### src/rtl/booth_pp_bank.sv
// Partial-product bank for a radix-4 Booth multiplier: collects NUM_PP shifted,
// sign-extended rows serially, keeps a running modular sum, then hands the bank downstream.
module booth_pp_bank #(
    parameter  int WIDTH  = 8,
    localparam int NUM_PP = WIDTH / 2,
    localparam int OUT_W  = 2 * WIDTH,
    localparam int IDX_W  = (NUM_PP > 1) ? $clog2(NUM_PP) : 1
) (
    input  logic                    clk,
    input  logic                    clr,
    input  logic                    flush,
    input  logic                    in_valid,
    output logic                    in_ready,
    input  logic [WIDTH:0]          data_in,
    output logic [IDX_W-1:0]        row_idx,
    output logic                    out_valid,
    input  logic                    out_ready,
    output logic [NUM_PP*OUT_W-1:0] out_pp,
    output logic [OUT_W-1:0]        out_sum
);

    typedef enum logic {
        S_FILL = 1'b0,
        S_FULL = 1'b1
    } state_t;

    localparam logic [IDX_W-1:0] LAST_ROW = IDX_W'(NUM_PP - 1);

    state_t           r_state;
    state_t           w_state_next;
    logic [OUT_W-1:0] r_rows [NUM_PP];
    logic [IDX_W-1:0] r_row_idx;
    logic [OUT_W-1:0] r_sum;

    logic             w_in_fire;
    logic             w_out_fire;
    logic [OUT_W-1:0] w_sext;
    logic [OUT_W-1:0] w_row;

    // Handshake outputs decode the state register only, so no path from in_valid/out_ready.
    assign in_ready   = (r_state == S_FILL);
    assign out_valid  = (r_state == S_FULL);
    assign w_in_fire  = in_valid && in_ready;
    assign w_out_fire = out_valid && out_ready;

    assign w_sext = {{(OUT_W - WIDTH - 1){data_in[WIDTH]}}, data_in};
    assign w_row  = w_sext << {r_row_idx, 1'b0};

    assign row_idx = r_row_idx;
    assign out_sum = r_sum;

    for (genvar g = 0; g < NUM_PP; g++) begin : g_pack
        assign out_pp[g*OUT_W +: OUT_W] = r_rows[g];
    end

    // NOTE: state and data registers use non-blocking assignments so every flop samples pre-edge values.
    always_ff @(posedge clk or posedge clr) begin
        if (clr) begin
            r_state <= S_FILL;
        end else begin
            r_state <= w_state_next;
        end
    end

    // NOTE: default assigned first so no path through this block can infer a latch.
    always_comb begin
        w_state_next = r_state;
        if (flush) begin
            w_state_next = S_FILL;
        end else begin
            case (r_state)
                S_FILL:  if (w_in_fire && (r_row_idx == LAST_ROW)) w_state_next = S_FULL;
                S_FULL:  if (out_ready) w_state_next = S_FILL;
                default: w_state_next = S_FILL;
            endcase
        end
    end

    // NOTE: the row array is reset because unwritten rows must read as zero downstream.
    always_ff @(posedge clk or posedge clr) begin
        if (clr) begin
            for (int i = 0; i < NUM_PP; i++) r_rows[i] <= '0;
            r_row_idx <= '0;
            r_sum     <= '0;
        end else if (flush || w_out_fire) begin
            // flush outranks a same-edge accept: the beat is dropped.
            for (int i = 0; i < NUM_PP; i++) r_rows[i] <= '0;
            r_row_idx <= '0;
            r_sum     <= '0;
        end else if (w_in_fire) begin
            r_rows[r_row_idx] <= w_row;
            r_sum             <= r_sum + w_row;
            r_row_idx         <= (r_row_idx == LAST_ROW) ? '0 : r_row_idx + 1'b1;
        end
    end

endmodule

### config.mk
export PLATFORM = sky130hd
export DESIGN_NAME = booth_pp_bank
export DESIGN_NICKNAME = d
export VERILOG_FILES = /design/src/rtl/booth_pp_bank.sv
export SDC_FILE = /design/constraint.sdc
export NUM_CORES = 1
export LEC_CHECK = 0
export BUFFER_PORTS_ARGS = -buffer_cell sky130_fd_sc_hd__buf_2
export CAP_MARGIN = 25
export CORE_ASPECT_RATIO = 0.75
export CORE_MARGIN = 2
export CORE_UTILIZATION = 50
export DETAILED_ROUTE_END_ITERATION = 10
export PLACE_DENSITY = 0.78
export SETUP_SLACK_MARGIN = 0.02
export SYNTH_ARGS = -nofsm -noshare
export SYNTH_HDL_FRONTEND = slang
export SYNTH_SLANG_ARGS = --single-unit
### constraint.sdc
create_clock -name clk -period 3.8 [get_ports clk]
set_clock_uncertainty 0.1 [all_clocks]
set_input_delay 0.76 -clock clk [delete_from_list [all_inputs] [get_ports clk]]
set_output_delay 0.76 -clock clk [all_outputs]
set_load 0.02 [all_outputs]
==> Word-level counts from Yosys, hierarchy flattened <==
Cells that the tools add are included.
{ "totals": {"ram_bits": 0, "romBits": 0, "regBits": 83, "inputBits": 14, "latchBits": 0, "mem_count": 0, "output_inout_bits": 84, "elab_cells": 35} }
{ "op_classes": {"shifts": 1, "mux": 14, "add_sub_neg": 2, "n_eq_ne": 1, "magnitude_cmp": 2, "bitwise_logic": 2, "multipliers": 0, "reduce_logical": 6, "n_div": 0} }
{ "ops": {"columns": ["op", "n"], "rows": [
  ["two-way mux 64 bit", 2],
  ["bitwise mux 64 bit", 1],
  ["two-way mux 16 bit", 3],
  ["demux 16 bit (select 2 bit)", 1],
  ["adder 16 bit", 1],
  ["left shift 16 x 3 -> 16 bit", 1],
  ["two-way mux 2 bit", 3],
  ["logical AND 1 bit", 4],
  [">= comparator 3 bit, second input constant", 1],
  ["< comparator 3 x 1 -> 1 bit, second input constant", 1],
  ["two-way mux 1 bit", 3],
  ["inverter 2 -> 3 bit", 1],
  ["adder 2 x 1 -> 2 bit, second input constant", 1],
  ["equality test 2 bit, second input constant", 1],
  ["case mux 1 bit (2 select lines)", 1],
  ["nonzero test 2 bit", 1],
  ["logical OR 1 bit", 1],
  ["inverter 1 bit", 1]
]} }

==> Longest topological paths before layout <==
{ "depth": {"depth_word": 8, "ltp_mapped": 14, "depth_no_buf": 13} }

==> Worst setup path after synthesis <==
Ideal clock, no wire load.
{ "synth_path": {"kind": "flip-flop to flip-flop", "startpoint": "register r_row_idx[1], in the netlist row_idx[1]", "endpoint": "register r_sum[15], in the netlist out_sum[15]", "arrival_ps": 3242, "path_stages_with_launch": 14, "required_ps": 3634, "period_less_slack_ps": 3407, "path_buffers": 2, "setup_slack_ps": 393, "setup_time_ps": 66, "cell_sequence": "dfrtp_1 > buf_2 > buf_1 > mux2i_1 > a21oi_1 > ha_1 > a21o_1 > a21o_1 > a21oi_1 > o21ai_0 > a21o_1 > or3_1 > a21o_1 > nand3_2"} }
{ "synth_via": {"elab_chain_len": 4} }
{ "synth_rtl": {"columns": ["element", "line_no", "text"], "rows": [
  ["start, declared", "32", "logic [IDX_W-1:0] r_row_idx;"],
  ["start signal, assigned", "93", "r_row_idx <= (r_row_idx == LAST_ROW) ? '0 : r_row_idx + 1'b1;"],
  ["left shift 16 x 3 -> 16 bit", "47", "assign w_row = w_sext << {r_row_idx, 1'b0};"],
  ["adder 16 bit", "92", "r_sum <= r_sum + w_row;"],
  ["two-way mux 16 bit", "90", "end else if (w_in_fire) begin"],
  ["two-way mux 16 bit", "85", "end else if (flush || w_out_fire) begin"],
  ["end signal, assigned", "92", null],
  ["end, declared", "33", "logic [OUT_W-1:0] r_sum;"]
]} }
Every way passes these cells. The select of a mux whose other input is x is not followed.
A chain may end at the register's enable or synchronous reset.

==> Worst setup path in the final report <==
Ends and elaborated chain as after synthesis.

==> results.md <==
* Fmax at 0.294 GHz
* DRC at 0
* Dpl hpwl at 7770 um
* Routed Antenna Nets at 0
* Placement-stage cell area at 4610 um^2
* Flops & latches, synth at 79
* RSZ-0062 raised after global routing: false
* Avg Cell Area, Syn at 10.2 um^2
* Post-synth EDFFs at 0
* GRT Overall Usage at 25.9%
* Synthesized area at 3970 um^2
* Vias per cell at 5.79
* Max-Cap Viols at 0
* Largest area contributor in the netlist: dfrtp_1
* Port bufs at 97
* Inserted Diodes at 0
* Synth async-reset ratio at 100%
* Drt wl/cell at 18.0 um
* Yosys warnings at 0
* Setup violators final at 0
* Routability congestion estimate at 0.859
* Vias at 3,493
* I/O pin count at 98
* Status: completed
* Reg2reg end: out_sum[15]$_DFFE_PP0P_
* Site Rows at 28
* Reg-to-reg critical path startpoint: row_idx[1]$_DFFE_PP0P_
* Hold Buf Count CTS at 0
* Drt total wl at 10,800 um
* Clock Latency Late Sink at 0.35 ns
* R2r setup slk at 0.40 ns
* Worst hold path type: in2async
* Initial antenna violation count at 0
* Root buffer cell: clkbuf_8
* Clk buf depth at 2
* Final nets at 525
* Worst slew pin tran at 0.764 ns
* Remaining Overflow, GRT at 0
* CP required at 4.00 ns
* # resized after CTS at 0
* Fin util at 62.1%
* Gate Count Post-Synth at 390
* Post-route setup slack at 0.402 ns
* Die Wd at 107 um
* Startpoint types: flip-flop
* Synth cell count leaders: dfrtp_1 (79), nand2_1 (52), o21ai_0 (45)
* Initial Utilization at 50.8%
* CP Class: reg2reg
* Slew Limit Headroom at 49.1%
* FF-to-FF path depth at 12
* Post-route cell area at 4850 um^2
* Starting DRT DRC Count at 253
* Top FF cell, synth: dfrtp_1
* Worst VDD drop at 0.296 mV
* CTS buffer count at 9
* Chip Height at 81.2 um
* Crit path capture type: flip-flop
* Top cell type's share of synthesized area at 49.8%
* Fin crit share at 89.4%
* DRT Pass-1 Iters at 5
* Setup slack at placement at 0.319 ns
* Crit path DAT at 3.59 ns
* Endpoints failing hold at 0
* Worst Path Max Fanout at 9
* Layout cells sized above 1 at 29.7%
* Count leader, synth: dfrtp_1
* Filler instances at 650
* Die ar. at 8680 um^2
* Core region area at 7810 um^2
* Netlist cell types at 49
* Seq/Total Area, Yosys at 49.8%
* Clock sink total at 79
* Pwr per Cell Area at 496 nW/um^2
* First-pass GRT wire length at 16,800 um
* Final Max Slew Viols at 0
* CTS H-tree lvls at 3
* Fin crit period at 3.40 ns
* Pin count of the biggest net entering global routing at 80
* Clk slew on worst S/H paths at 0.09 ns
* Area growth, synth to finish at 22.2%
* Leak at 2.55 nW
* Sum Neg Setup Slack at 0 ns
* Syn_nets at 422
* CTS tree: built
* Total setup buffers inserted after CTS at 0
* Vias in the first global route at 3,216
* Dominant cells by area after synthesis: dfrtp_1 (50%), a22o_1 (8.6%), o21ai_0 (5.7%)
==> final cells by class <==
| cell class | count | area (um^2) | area share, % |
|---|---|---|---|
| multi-input combinational | 271 | 1820 | 37.5 |
| timing repair buffer | 118 | 663 | 13.7 |
| clock buffer | 11 | 141 | 2.92 |
| clock inverter | 5 | 65.1 | 1.34 |
| sequential | 79 | 1980 | 40.8 |
| inverter | 14 | 52.6 | 1.08 |
| tap | 105 | 131 | 2.71 |
==> state kept, by name, summed over array words and instances (netlist names) <==
name       cells
out_sum       16
out_valid      1
out_pp        60
row_idx        2
==> layout by cell type (no fill, tap or decap), types with 3 or more instances in the layout <==
master,n
a21o_1,7
a21oi_1,18
a22o_1,39
a31oi_1,4
and2_1,7
buf_2,97
buf_4,20
clkbuf_8,10
clkinv_4,3
dfrtp_1,79
ha_1,17
inv_1,12
mux2i_1,6
nand2_1,52
nand3_1,3
nor2_1,13
nor2b_1,3
nor3_1,3
o21ai_0,45
o21ai_1,7
xnor2_1,7
xor2_1,7
==> per-layer routing <==
metal	global-route usage (%)	vias to the layer above	part of all wire [%]
li1	-	1591	-
met3	6.82	23	7.7
met2	36.9	169	42
met1	37.0	1710	48
met4	12.2	0	2.4
met5	0	-	0
==> stage by stage <==
stage	cells	power (mW)	hold slack, ns
after floorplan	390	1.51	0.490
after global placement	584	1.75	0.360
after detailed placement	585	1.75	0.370
after CTS	601	2.40	0.395
after global routing	603	2.54	0.223
final	603	2.40	0.239
==> critical path, stage by stage, from the launching register on <==
cell,delay [ns]
dfrtp_1,0.59
buf_4,0.24
a21boi_0,0.13
a31oi_1,0.44
inv_1,0.09
ha_1,0.40
a21o_1,0.19
a21oi_1,0.17
o21ai_0,0.13
a21o_1,0.21
or3_1,0.37
a21o_1,0.20
nand3_2,0.07
==> power breakdown <==
group,total (mW),switching [mW],internal [mW]
registers,0.970,0.0619,0.909
clock network,0.652,0.324,0.328
logic,0.782,0.490,0.293
==> cell families after synthesis <==
logic type	after synthesis	share of synthesized area (%)
and+or+nand+nor	93	10.6
buffers and inverters	40	4.38
DFF	79	49.8
xor gates and xnor gates	14	3.09
adders and majority gates	18	5.86
muxes	10	2.77
AOI/OAI and AO/OA	136	23.5
==> worst max-delay path by stage <==
stage	startpoint	to	slack [ns]	cells past startpoint
global placement	data_in[8]	out_sum[15]$_DFFE_PP0P_	0.35	12
global route	row_idx[1]$_DFFE_PP0P_	out_sum[15]$_DFFE_PP0P_	0.16	12
floorplan	row_idx[1]$_DFFE_PP0P_	out_sum[15]$_DFFE_PP0P_	0.39	13
detailed placement	data_in[8]	out_sum[15]$_DFFE_PP0P_	0.32	12
CTS	row_idx[1]$_DFFE_PP0P_	out_sum[15]$_DFFE_PP0P_	0.47	12
finish	row_idx[1]$_DFFE_PP0P_	out_sum[15]$_DFFE_PP0P_	0.40	12
(Power assumes the default switching activity.)
